$ cat config.mk
export PLATFORM = sky130hd
export DESIGN_NAME = game_vga_scan_out_flat
export DESIGN_NICKNAME = d
export VERILOG_FILES = /design/src/rtl/game_vga_scan_out_if.sv /design/src/rtl/game_vga_scan_out.sv /design/src/flat_wrapper.sv
export SDC_FILE = /design/constraint.sdc
export NUM_CORES = 1
export LEC_CHECK = 0
export CAP_MARGIN = 20
export CORE_MARGIN = 1
export CORE_UTILIZATION = 40
export DETAILED_ROUTE_END_ITERATION = 8
export PLACE_DENSITY = 0.78
export SLEW_MARGIN = 15
export SYNTH_ARGS = -nofsm -noshare
export SYNTH_HDL_FRONTEND = slang
export SYNTH_SLANG_ARGS = --single-unit
$ cat constraint.sdc
create_clock -name clk -period 2.6 [get_ports clk]
set_input_delay 0.78 -clock clk [delete_from_list [all_inputs] [get_ports clk]]
set_output_delay 0.78 -clock clk [all_outputs]
set_load 0.01 [all_outputs]
$ cat src/rtl/game_vga_scan_out_if.sv
// rtl/game_vga_scan_out_if.sv - pixel coordinate / colour return bundle between scan-out and render pipelines
// Purpose: carries the coordinates issued by the raster timing master and the colour returned by the
//          sprite/background pipelines.
// Signals: pixel_x, pixel_y   - current raster coordinate (not clamped in blanking)
//          display_on         - coordinate lies in the visible area (undelayed)
//          vblank_pulse       - one cycle per frame at the start of vertical blanking
//          rgb_en, rgb        - colour returned by the pipeline, qualified by rgb_en
// Modports: master = scan-out block, slave = render pipeline.
interface game_vga_scan_out_if #(
   parameter int X_WIDTH   = 10,
   parameter int Y_WIDTH   = 10,
   parameter int RGB_WIDTH = 3
);
   logic [X_WIDTH-1:0]   pixel_x;
   logic [Y_WIDTH-1:0]   pixel_y;
   logic                 display_on;
   logic                 vblank_pulse;
   logic                 rgb_en;
   logic [RGB_WIDTH-1:0] rgb;

   modport master (
      output pixel_x, pixel_y, display_on, vblank_pulse,
      input  rgb_en, rgb
   );

   modport slave (
      input  pixel_x, pixel_y, display_on, vblank_pulse,
      output rgb_en, rgb
   );
endinterface

$ cat src/rtl/game_vga_scan_out.sv
// rtl/game_vga_scan_out.sv - VGA raster timing master and registered pixel sink
// Purpose: counts a VGA frame, issues pixel coordinates to the render pipelines, delays sync and
//          blanking by the pipeline latency so they line up with the returned colour, and registers
//          the VGA pins.
// Ports:   clk          - pixel clock, one pixel per cycle
//          reset        - asynchronous active-low reset
//          pix          - coordinate/colour bundle (master side)
//          vga_hsync    - registered active-low horizontal sync
//          vga_vsync    - registered active-low vertical sync
//          vga_rgb      - registered pixel colour, forced to 0 in blanking
module game_vga_scan_out #(
   parameter int                   H_DISPLAY    = 640,
   parameter int                   H_FRONT      = 16,
   parameter int                   H_SYNC       = 96,
   parameter int                   H_BACK       = 48,
   parameter int                   V_DISPLAY    = 480,
   parameter int                   V_FRONT      = 10,
   parameter int                   V_SYNC       = 2,
   parameter int                   V_BACK       = 33,
   parameter int                   X_WIDTH      = 10,
   parameter int                   Y_WIDTH      = 10,
   parameter int                   RGB_WIDTH    = 3,
   parameter int                   PIPE_LATENCY = 2,
   parameter logic [RGB_WIDTH-1:0] BG_RGB       = '0
) (
   input  logic                 clk,
   input  logic                 reset,
   game_vga_scan_out_if.master  pix,
   output logic                 vga_hsync,
   output logic                 vga_vsync,
   output logic [RGB_WIDTH-1:0] vga_rgb
);
   localparam int H_TOTAL  = H_DISPLAY + H_FRONT + H_SYNC + H_BACK;
   localparam int V_TOTAL  = V_DISPLAY + V_FRONT + V_SYNC + V_BACK;
   localparam int HS_START = H_DISPLAY + H_FRONT;
   localparam int HS_END   = HS_START + H_SYNC;
   localparam int VS_START = V_DISPLAY + V_FRONT;
   localparam int VS_END   = VS_START + V_SYNC;

   logic [X_WIDTH-1:0]   h_cnt_q, h_cnt_d;
   logic [Y_WIDTH-1:0]   v_cnt_q, v_cnt_d;
   logic                 h_wrap;
   logic                 hs_raw, vs_raw, de_raw;
   logic                 hs_d, vs_d, de_d;
   logic                 vga_hsync_q, vga_hsync_d;
   logic                 vga_vsync_q, vga_vsync_d;
   logic [RGB_WIDTH-1:0] vga_rgb_q, vga_rgb_d;

   // Raster counters: the vertical count advances only on the horizontal wrap, so the
   // end-of-frame transition to (0,0) happens in one cycle.
   always_comb begin
      h_wrap  = (h_cnt_q == X_WIDTH'(H_TOTAL - 1));
      h_cnt_d = h_wrap ? '0 : h_cnt_q + 1'b1;
      v_cnt_d = v_cnt_q;
      if (h_wrap) begin
         v_cnt_d = (v_cnt_q == Y_WIDTH'(V_TOTAL - 1)) ? '0 : v_cnt_q + 1'b1;
      end
   end

   assign de_raw = (h_cnt_q < X_WIDTH'(H_DISPLAY)) && (v_cnt_q < Y_WIDTH'(V_DISPLAY));
   assign hs_raw = !((h_cnt_q >= X_WIDTH'(HS_START)) && (h_cnt_q < X_WIDTH'(HS_END)));
   assign vs_raw = !((v_cnt_q >= Y_WIDTH'(VS_START)) && (v_cnt_q < Y_WIDTH'(VS_END)));

   assign pix.pixel_x    = h_cnt_q;
   assign pix.pixel_y    = v_cnt_q;
   assign pix.display_on = de_raw;
   // Counters sit at (0,0) in reset, but gate explicitly so the pulse cannot depend on that.
   assign pix.vblank_pulse = reset && (h_cnt_q == '0) && (v_cnt_q == Y_WIDTH'(V_DISPLAY));

   // Timing delay line so sync/blank match the colour coming back from the render pipelines.
   // Stage bits are {hs, vs, de}; reset to inactive syncs and blanked video so the flush after
   // reset release never produces a sync pulse.
   if (PIPE_LATENCY == 0) begin : g_no_dly
      assign {hs_d, vs_d, de_d} = {hs_raw, vs_raw, de_raw};
   end else begin : g_dly
      logic [2:0] dly_q [PIPE_LATENCY];
      logic [2:0] dly_d [PIPE_LATENCY];

      always_comb begin
         dly_d[0] = {hs_raw, vs_raw, de_raw};
         for (int i = 1; i < PIPE_LATENCY; i++) begin
            dly_d[i] = dly_q[i-1];
         end
      end

      always_ff @(posedge clk or negedge reset) begin
         if (!reset) begin
            for (int i = 0; i < PIPE_LATENCY; i++) begin
               dly_q[i] <= 3'b110;
            end
         end else begin
            for (int i = 0; i < PIPE_LATENCY; i++) begin
               dly_q[i] <= dly_d[i];
            end
         end
      end

      assign {hs_d, vs_d, de_d} = dly_q[PIPE_LATENCY-1];
   end

   // Colour outside the delayed display window is forced to black regardless of rgb_en.
   always_comb begin
      vga_hsync_d = hs_d;
      vga_vsync_d = vs_d;
      vga_rgb_d   = de_d ? (pix.rgb_en ? pix.rgb : BG_RGB) : '0;
   end

   always_ff @(posedge clk or negedge reset) begin
      if (!reset) begin
         h_cnt_q     <= '0;
         v_cnt_q     <= '0;
         vga_hsync_q <= 1'b1;
         vga_vsync_q <= 1'b1;
         vga_rgb_q   <= '0;
      end else begin
         h_cnt_q     <= h_cnt_d;
         v_cnt_q     <= v_cnt_d;
         vga_hsync_q <= vga_hsync_d;
         vga_vsync_q <= vga_vsync_d;
         vga_rgb_q   <= vga_rgb_d;
      end
   end

   assign vga_hsync = vga_hsync_q;
   assign vga_vsync = vga_vsync_q;
   assign vga_rgb   = vga_rgb_q;
endmodule

$ cat src/flat_wrapper.sv
// flat-port wrapper written by rule: the top's interface ports become plain ports
module game_vga_scan_out_flat 
#(
   parameter int                   H_DISPLAY    = 640,
   parameter int                   H_FRONT      = 16,
   parameter int                   H_SYNC       = 96,
   parameter int                   H_BACK       = 48,
   parameter int                   V_DISPLAY    = 480,
   parameter int                   V_FRONT      = 10,
   parameter int                   V_SYNC       = 2,
   parameter int                   V_BACK       = 33,
   parameter int                   X_WIDTH      = 10,
   parameter int                   Y_WIDTH      = 10,
   parameter int                   RGB_WIDTH    = 3,
   parameter int                   PIPE_LATENCY = 2,
   parameter logic [RGB_WIDTH-1:0] BG_RGB       = '0
)
  (clk, reset, vga_hsync, vga_vsync, vga_rgb, pix_pixel_x, pix_pixel_y, pix_display_on, pix_vblank_pulse, pix_rgb_en, pix_rgb);
  game_vga_scan_out_if #(.X_WIDTH(X_WIDTH), .Y_WIDTH(Y_WIDTH), .RGB_WIDTH(RGB_WIDTH)) pix_i ();
  input  logic clk;
  input  logic reset;
  output logic vga_hsync;
  output logic vga_vsync;
  output logic [RGB_WIDTH-1:0] vga_rgb;
  output wire logic [$bits(pix_i.pixel_x)-1:0] pix_pixel_x;
  output wire logic [$bits(pix_i.pixel_y)-1:0] pix_pixel_y;
  output wire logic [$bits(pix_i.display_on)-1:0] pix_display_on;
  output wire logic [$bits(pix_i.vblank_pulse)-1:0] pix_vblank_pulse;
  input wire logic [$bits(pix_i.rgb_en)-1:0] pix_rgb_en;
  input wire logic [$bits(pix_i.rgb)-1:0] pix_rgb;
  assign pix_pixel_x = pix_i.pixel_x;
  assign pix_pixel_y = pix_i.pixel_y;
  assign pix_display_on = pix_i.display_on;
  assign pix_vblank_pulse = pix_i.vblank_pulse;
  assign pix_i.rgb_en = pix_rgb_en;
  assign pix_i.rgb = pix_rgb;
  game_vga_scan_out #(.H_DISPLAY(H_DISPLAY), .H_FRONT(H_FRONT), .H_SYNC(H_SYNC), .H_BACK(H_BACK), .V_DISPLAY(V_DISPLAY), .V_FRONT(V_FRONT), .V_SYNC(V_SYNC), .V_BACK(V_BACK), .X_WIDTH(X_WIDTH), .Y_WIDTH(Y_WIDTH), .RGB_WIDTH(RGB_WIDTH), .PIPE_LATENCY(PIPE_LATENCY), .BG_RGB(BG_RGB)) u_core (.clk(clk), .reset(reset), .pix(pix_i), .vga_hsync(vga_hsync), .vga_vsync(vga_vsync), .vga_rgb(vga_rgb));
endmodule
==> summary.md, run 1 <==
| Metric | Value |
|---|---|
| Clk_skew | `0.0136 ns` |
| Final hold vios | `0` |
| Total CTS buffers | `5` |
| Top cells by area, synth | `dfrtp_1 45%, dfstp_2 11%, xnor2_1 6.3%, nand4_1 4.1%, ha_1 3.6%` |
| Vias per cell | `5.22` |
| WHS | `between 0.3 and 0.4 ns` |
| Post-route minimum period | `roughly 2.6 ns` |
| Post-Syn Nets | `between 100 and 150` |
| Die height | `around 61 um` |
| Finished Core Util | `between 60% and 70%` |
| Die Wd | `just over 60 um` |
| GRT overflow | `0` |
| Layout cell share with drive strength beyond 1 | `between 10% and 20%` |
| Crit. Startpoint | `reset` |
| Clk_lat worst skew | `~0.33 ns` |
| Die area | `around 0.0037 sq mm` |
| Initial antenna violation count | `0` |
| Critical Path Sink | `pix_vblank_pulse` |
| Setup violations, final | `0` |
| Largest net degree at the start of global routing | `32` |
| RSZ-0062 raised after global routing | `false` |
| First-pass GRT wire length | `4720 um` |
| Tot Pwr | `between 0.7 and 0.8 mW` |
| Sequential share of the synthesized area | `between 50% and 60%` |
| Startpoint types | `primary input` |
| Via count | `1132` |
| Starting Density | `43.8%` |
| Area Overhead vs Synth | `37.1%` |
| F_max | `391 MHz` |
| Hold Buf Count CTS | `0` |
| Drt drc | `0` |
| Hpwl dp | `2070 um` |
| Core region area | `0.00315 sq mm` |
| Clock-pin slew on the worst setup and hold paths | `~0.080 ns` |
| Wirelength per Cell | `13.1 um` |
| Number of global-route vias before repair | `1058` |
| Most frequent cells after synthesis | `25 x dfrtp_1, 10 x xnor2_1, 9 x nand3_1, 9 x nand4_1, 9 x nor2_1` |
| WP data required | `~1.8 ns` |
| Gate power share | `approximately 3.1%` |
| Placer Congestion | `approximately 0.76` |
| Final Cycle Share | `between 90% and 100%` |
| Clk root buf | `clkbuf_4` |
| Netlist cell types | `31` |
| Hold path start | `u_core.g_dly.dly_d[2]` |
| Routed wire length | `between 2000 and 3000 um` |
| Slew at the pin with the worst max-slew slack | `between 0.5 and 0.6 ns` |
| Psw | `0.170 mW` |
| Final Slew Violations | `0` |
| PortBufs | `32` |
| Crit path DAT | `between 1.5 and 2 ns` |
| # IOs | `33` |
| Reg2reg setup slack | `a little over 0.3 ns` |
| Pwr Density | `approximately 420 mW/mm^2` |
| EDFF count, synth | `0` |
| Min-Delay Path Class | `reg2reg` |
| Post-CTS Setup Bufs | `0` |
| Initial DRC count | `27` |
| LEAKAGE | `0.819 nW` |
| Max FO, Critical Path | `2` |
| Clock network power share | `36.1%` |
| WS Path Type | `in2out` |
| Antenna-violating nets left | `0` |
| Fraction of registers with async set/reset | `100%` |
| Seq pwr share | `60.8%` |
| Max VDD drop | `about 0.00032 V` |
| Max-Cap Viols | `0` |
| CTS H-tree depth | `2` |
| Post-synthesis register bit count | `31` |
| Setup crit end kind | `output port` |
| Synth area leader | `dfrtp_1` |
| Cells after Synth | `roughly 120` |
| Status | `finished, final reports clean` |
| Most common cell in the netlist | `dfrtp_1` |
| Top_reg_cell synth | `dfrtp_1` |
| Core Rows | `20` |
| Post-synth top area share | `approximately 45%` |
| Yosys warnings | `0` |
| Synthesized cell area | `0.00138 sq mm` |
| Switching share of power | `roughly a fifth` |
| Slew margin rel. | `about 60%` |
| Critical R2R Capture | `u_core.pix.pixel_y[9]` |
| Hold Path Cell Cnt | `0` |
| Mapped Avg Cell Area | `between 10 and 15 sq um` |
| Fin nets | `about 180` |
| DRT Pass-1 Iters | `4` |
| CTS tree | `yes` |
| CTS Buffer Depth | `2` |
| Reg-to-reg startpoint | `u_core.pix.pixel_x[5]` |
| Setup TNS | `0 ns` |
| GRT Util Overall | `between 10% and 20%` |
| Clock Sinks | `31` |
| R2r worst-path depth | `4` |
| Antenna Cells | `0` |
| Power Internal | `~0.63 mW` |
[registers in the layout, indices dropped and copies added (netlist names)]
name / count
u_core.pix.pixel_x: 10
u_core.vga_vsync: 1
u_core.g_dly.dly_d: 3
u_core.de_d: 1
u_core.vga_hsync: 1
u_core.g_dly.dly_q: 2
u_core.pix.pixel_y: 10
u_core.vga_rgb: 3
[worst min path at each step]
stage / slack (ns) / end
after floorplan: 0.33 / u_core.de_d
final: 0.36 / u_core.g_dly.dly_q[2]
after detailed placement: 0.34 / u_core.de_d
after CTS: 0.36 / u_core.g_dly.dly_q[2]
after global placement: 0.34 / u_core.de_d
after global routing: 0.36 / u_core.g_dly.dly_q[2]
[cell usage in the layout, fill, tap and decap left out, drive strengths merged]
| cell | Yosys | routed |
|---|---|---|
| or4b | 1 | 1 |
| inv | 6 | 6 |
| o31ai | 1 | 1 |
| nor4bb | 1 | 1 |
| o21a | 1 | 1 |
| dfrtp | 25 | 25 |
| or4 | 1 | 1 |
| clkinv | 0 | 1 |
| dlymetal6s2s | 0 | 1 |
| o21ai | 6 | 6 |
| and4 | 1 | 1 |
| and3b | 1 | 1 |
| nand3 | 9 | 9 |
| clkdlybuf4s50 | 0 | 30 |
| nor4b | 1 | 1 |
| buf | 1 | 14 |
| ha | 4 | 4 |
| and4bb | 1 | 1 |
| a21oi | 1 | 1 |
| nor4 | 6 | 6 |
| xnor2 | 10 | 10 |
| and3 | 7 | 7 |
| clkbuf | 3 | 7 |
| nor2 | 9 | 9 |
| dfstp | 6 | 6 |
| a22o | 1 | 1 |
| or3 | 2 | 2 |
| nand2 | 2 | 2 |
| xor2 | 3 | 3 |
| nor3 | 2 | 2 |
| nor2b | 3 | 3 |
| nand4 | 9 | 9 |
[timing repair]
| action | 4_1_cts | 5_1_grt |
|---|---|---|
| setup endpoints to repair | 1 | 1 |
| gates resized for setup | 4 | 2 |
| hold endpoints to repair | 0 | 0 |
[layer usage]
layer | GRT usage, % | routed length, um
met4 | 5.84 | 46
met2 | 27.2 | 1340
met3 | 5.97 | 178
met1 | 24.1 | 1280
met5 | 0 | 0
[worst max-delay path, cell delays in order]
cell	delay [ns]
clkdlybuf4s50_1	0.47
and4bb_2	0.22
and4_1	0.18
buf_2	0.13
[stage by stage]
step / worst slack, ns / area, sq um / instances
finish: 0.0452 / 1900 / 217
global route: 0.0305 / 1900 / 217
CTS: 0.0154 / 1890 / 217
detailed placement: -0.362 / 1840 / 209
global placement: -0.376 / 1840 / 209
floorplan: 0.441 / 1380 / 124
[layout make-up]
| class | count | area (sq um) |
|---|---|---|
| Inverter | 6 | 22.5 |
| Clock buffer | 7 | 55.1 |
| Fill cell | 286 | 1260 |
| Multi-Input combinational cell | 83 | 559 |
| Timing Repair Buffer | 45 | 415 |
| Sequential cell | 31 | 783 |
| Tap cell | 44 | 55.1 |
| Clock inverter | 1 | 5.00 |
[power groups by stage]
stage	clock network [mW]	logic [mW]	registers [mW]
2_1_floorplan	0	0.00156	0.496
3_3_place_gp	0	0.0256	0.494
3_5_place_dp	0	0.0260	0.494
4_1_cts	0.299	0.0262	0.485
5_1_grt	0.322	0.0281	0.486
6_report	0.288	0.0250	0.485
[cell families after synthesis]
family	synth area share (%)
AO/OA/AOI/OAI	4.25
XOR/XNOR	8.24
adder cells (fa/ha/maj)	3.62
buffers and inverters	2.90
flip-flops	56.7
AND/OR/NAND/NOR	24.3
(Power assumes the default switching activity.)
==> run 2, diff against run 1 <==
- CORE_ASPECT_RATIO: default -> 1.4
==> summary.md, run 2 (synthesis gave the netlist of run 1 again) <==
| Metric | Value |
|---|---|
| Reg2reg setup slack | `0.45 ns` |
| Final Cycle Share | `92.4%` |
| Vias per cell | `between 5 and 6` |
| Antenna-violating nets left | `0` |
| CTS Buffer Depth | `2` |
| Min-Delay Path Class | `reg2reg` |
| GRT Util Overall | `19.7%` |
| Gate power share | `~2.5%` |
| Psw | `0.188 mW` |
| R2r worst-path depth | `6` |
| Clk root buf | `clkbuf_8` |
| Core Rows | `24` |
| Max-Cap Viols | `0` |
| Status | `finished, final reports clean` |
| Wirelength per Cell | `between 10 and 15 um` |
| Die height | `71.6 um` |
| Crit. Startpoint | `u_core.pix.pixel_y[7]` |
| First-pass GRT wire length | `between 5000 and 6000 um` |
| CTS tree | `yes` |
| Hold Buf Count CTS | `0` |
| PortBufs | `32` |
| Area Overhead vs Synth | `41.0%` |
| RSZ-0062 raised after global routing | `false` |
| Placer Congestion | `around 0.77` |
| Via count | `about 1200` |
| Slew at the pin with the worst max-slew slack | `0.623 ns` |
| Max FO, Critical Path | `4` |
| WP data required | `approximately 1.8 ns` |
| Finished Core Util | `60.7%` |
| Clock-pin slew on the worst setup and hold paths | `around 0.060 ns` |
| Post-CTS Setup Bufs | `0` |
| Final Slew Violations | `0` |
| Critical R2R Capture | `u_core.pix.pixel_y[6]` |
| Drt drc | `0` |
| Setup crit end kind | `output port` |
| Switching share of power | `a little under a fifth` |
| F_max | `416 MHz` |
| Slew margin rel. | `between 50% and 60%` |
| Clk_lat worst skew | `0.29 ns` |
| # IOs | `33` |
| Pwr Density | `approximately 500 mW/mm^2` |
| DRT Pass-1 Iters | `4` |
| Initial antenna violation count | `0` |
| Initial DRC count | `15` |
| Power Internal | `roughly 0.8 mW` |
| Post-route minimum period | `around 2.4 ns` |
| Reg-to-reg startpoint | `u_core.pix.pixel_x[5]` |
| Most frequent cells in the layout | `29 x clkdlybuf4s50_1, 25 x dfrtp_1, 13 x buf_4` |
| Seq pwr share | `roughly half` |
| Die area | `between 0.003 and 0.004 sq mm` |
| Pre-CTS setup slack | `-0.399 ns` |
| Final hold vios | `0` |
| Commonest non-fill, non-tap cell in the layout | `clkdlybuf4s50_1` |
| Die Wd | `51.7 um` |
| Setup ws final | `between 0.15 and 0.2 ns` |
| Number of global-route vias before repair | `between 1000 and 1500` |
| CTS H-tree depth | `2` |
| Setup violations, final | `0` |
| Layout cell share with drive strength beyond 1 | `between 10% and 20%` |
| Clk_skew | `between 0.006 and 0.007 ns` |
| LEAKAGE | `between 0.8 and 0.9 nW` |
| Largest net degree at the start of global routing | `32` |
| Clock Sinks | `31` |
| Critical Path Sink | `pix_vblank_pulse` |
| Starting Density | `between 40% and 50%` |
| Fin nets | `roughly 180` |
| Hpwl dp | `2260 um` |
| Max VDD drop | `0.000392 V` |
| WS Path Type | `reg2out` |
| Total CTS buffers | `5` |
| GRT overflow | `0` |
| Crit path DAT | `1.62 ns` |
| Fillers | `approximately 260` |
| Core region area | `~0.0032 sq mm` |
| Startpoint types | `flop` |
| Clock network power share | `around half` |
| Routed wire length | `3060 um` |
| Antenna Cells | `0` |
==> run 2: changes by cell type in the layout (fill, tap and decap cells not counted) <==
cell and change:
dlymetal6s2s_1 +1, o21ai_1 -1, clkbuf_1 -1, clkdlybuf4s50_1 -1
clkbuf_4 -5, bufinv_16 +1, o21ai_0 +1, clkbuf_8 +5
==> run 2: repair_timing <==
action,in CTS,in global routing
endpoints found under the setup margin,1,2
pin swaps,0,0
resized for setup,4,2
==> run 2: power by group through the flow <==
stage | clock network, mW | registers [mW] | logic (mW)
after floorplan | 0 | 0.496 | 0.00156
after global placement | 0 | 0.494 | 0.0253
after detailed placement | 0 | 0.494 | 0.0260
after CTS | 0.492 | 0.486 | 0.0263
after global routing | 0.519 | 0.485 | 0.0282
final | 0.484 | 0.486 | 0.0250
==> run 2: stage by stage <==
step | power, mW | cell area (sq um) | std cells | hold slack (ns) | setup TNS [ns]
6_report | 0.995 | 1950 | 212 | 0.356 | 0
5_1_grt | 1.03 | 1950 | 212 | 0.359 | 0
4_1_cts | 1.00 | 1940 | 212 | 0.357 | 0
3_5_place_dp | 0.520 | 1830 | 204 | 0.347 | -0.399
3_3_place_gp | 0.520 | 1830 | 204 | 0.336 | -0.353
2_1_floorplan | 0.497 | 1380 | 124 | 0.331 | 0
==> run 2: area by class of cell <==
type                       count  area [sq um]  area share [%]
clock buffer                   6          82.6            4.24
clock inverter                 2          35.0            1.80
inverter                       6          22.5            1.16
multi-input combinational     83           559            28.7
sequential                    31           783            40.2
tap                           39          48.8            2.50
timing repair buffer          45           418            21.4
==> run 2: how the worst min path moves through the flow <==
stage                                     start                     to  slack [ns]  cells past startpoint
after floorplan           u_core.g_dly.dly_d[0]            u_core.de_d        0.33                      0
after global placement    u_core.g_dly.dly_d[0]            u_core.de_d        0.34                      0
after detailed placement  u_core.g_dly.dly_q[1]       u_core.vga_vsync        0.35                      0
after CTS                 u_core.g_dly.dly_q[1]       u_core.vga_vsync        0.36                      0
after global routing      u_core.g_dly.dly_d[2]  u_core.g_dly.dly_q[2]        0.36                      0
final                     u_core.g_dly.dly_d[2]  u_core.g_dly.dly_q[2]        0.36                      0
==> run 2: metal layers <==
metal / global-route usage [%] / vias up / share of wire (%)
met1: 22.8 / 574 / 41
met4: 10.2 / 0 / 1.5
met5: 0 / - / 0
met2: 31.9 / 35 / 52
li1: - / 539 / -
met3: 6.58 / 5 / 5.5
==> run 2: critical path, cell delays in order, from the launching register on <==
cell and delay (ns):
dfrtp_1 0.35, and3_1 0.18, nand2_1 0.10, nor4_1 0.32, and4_1 0.25, buf_2 0.13
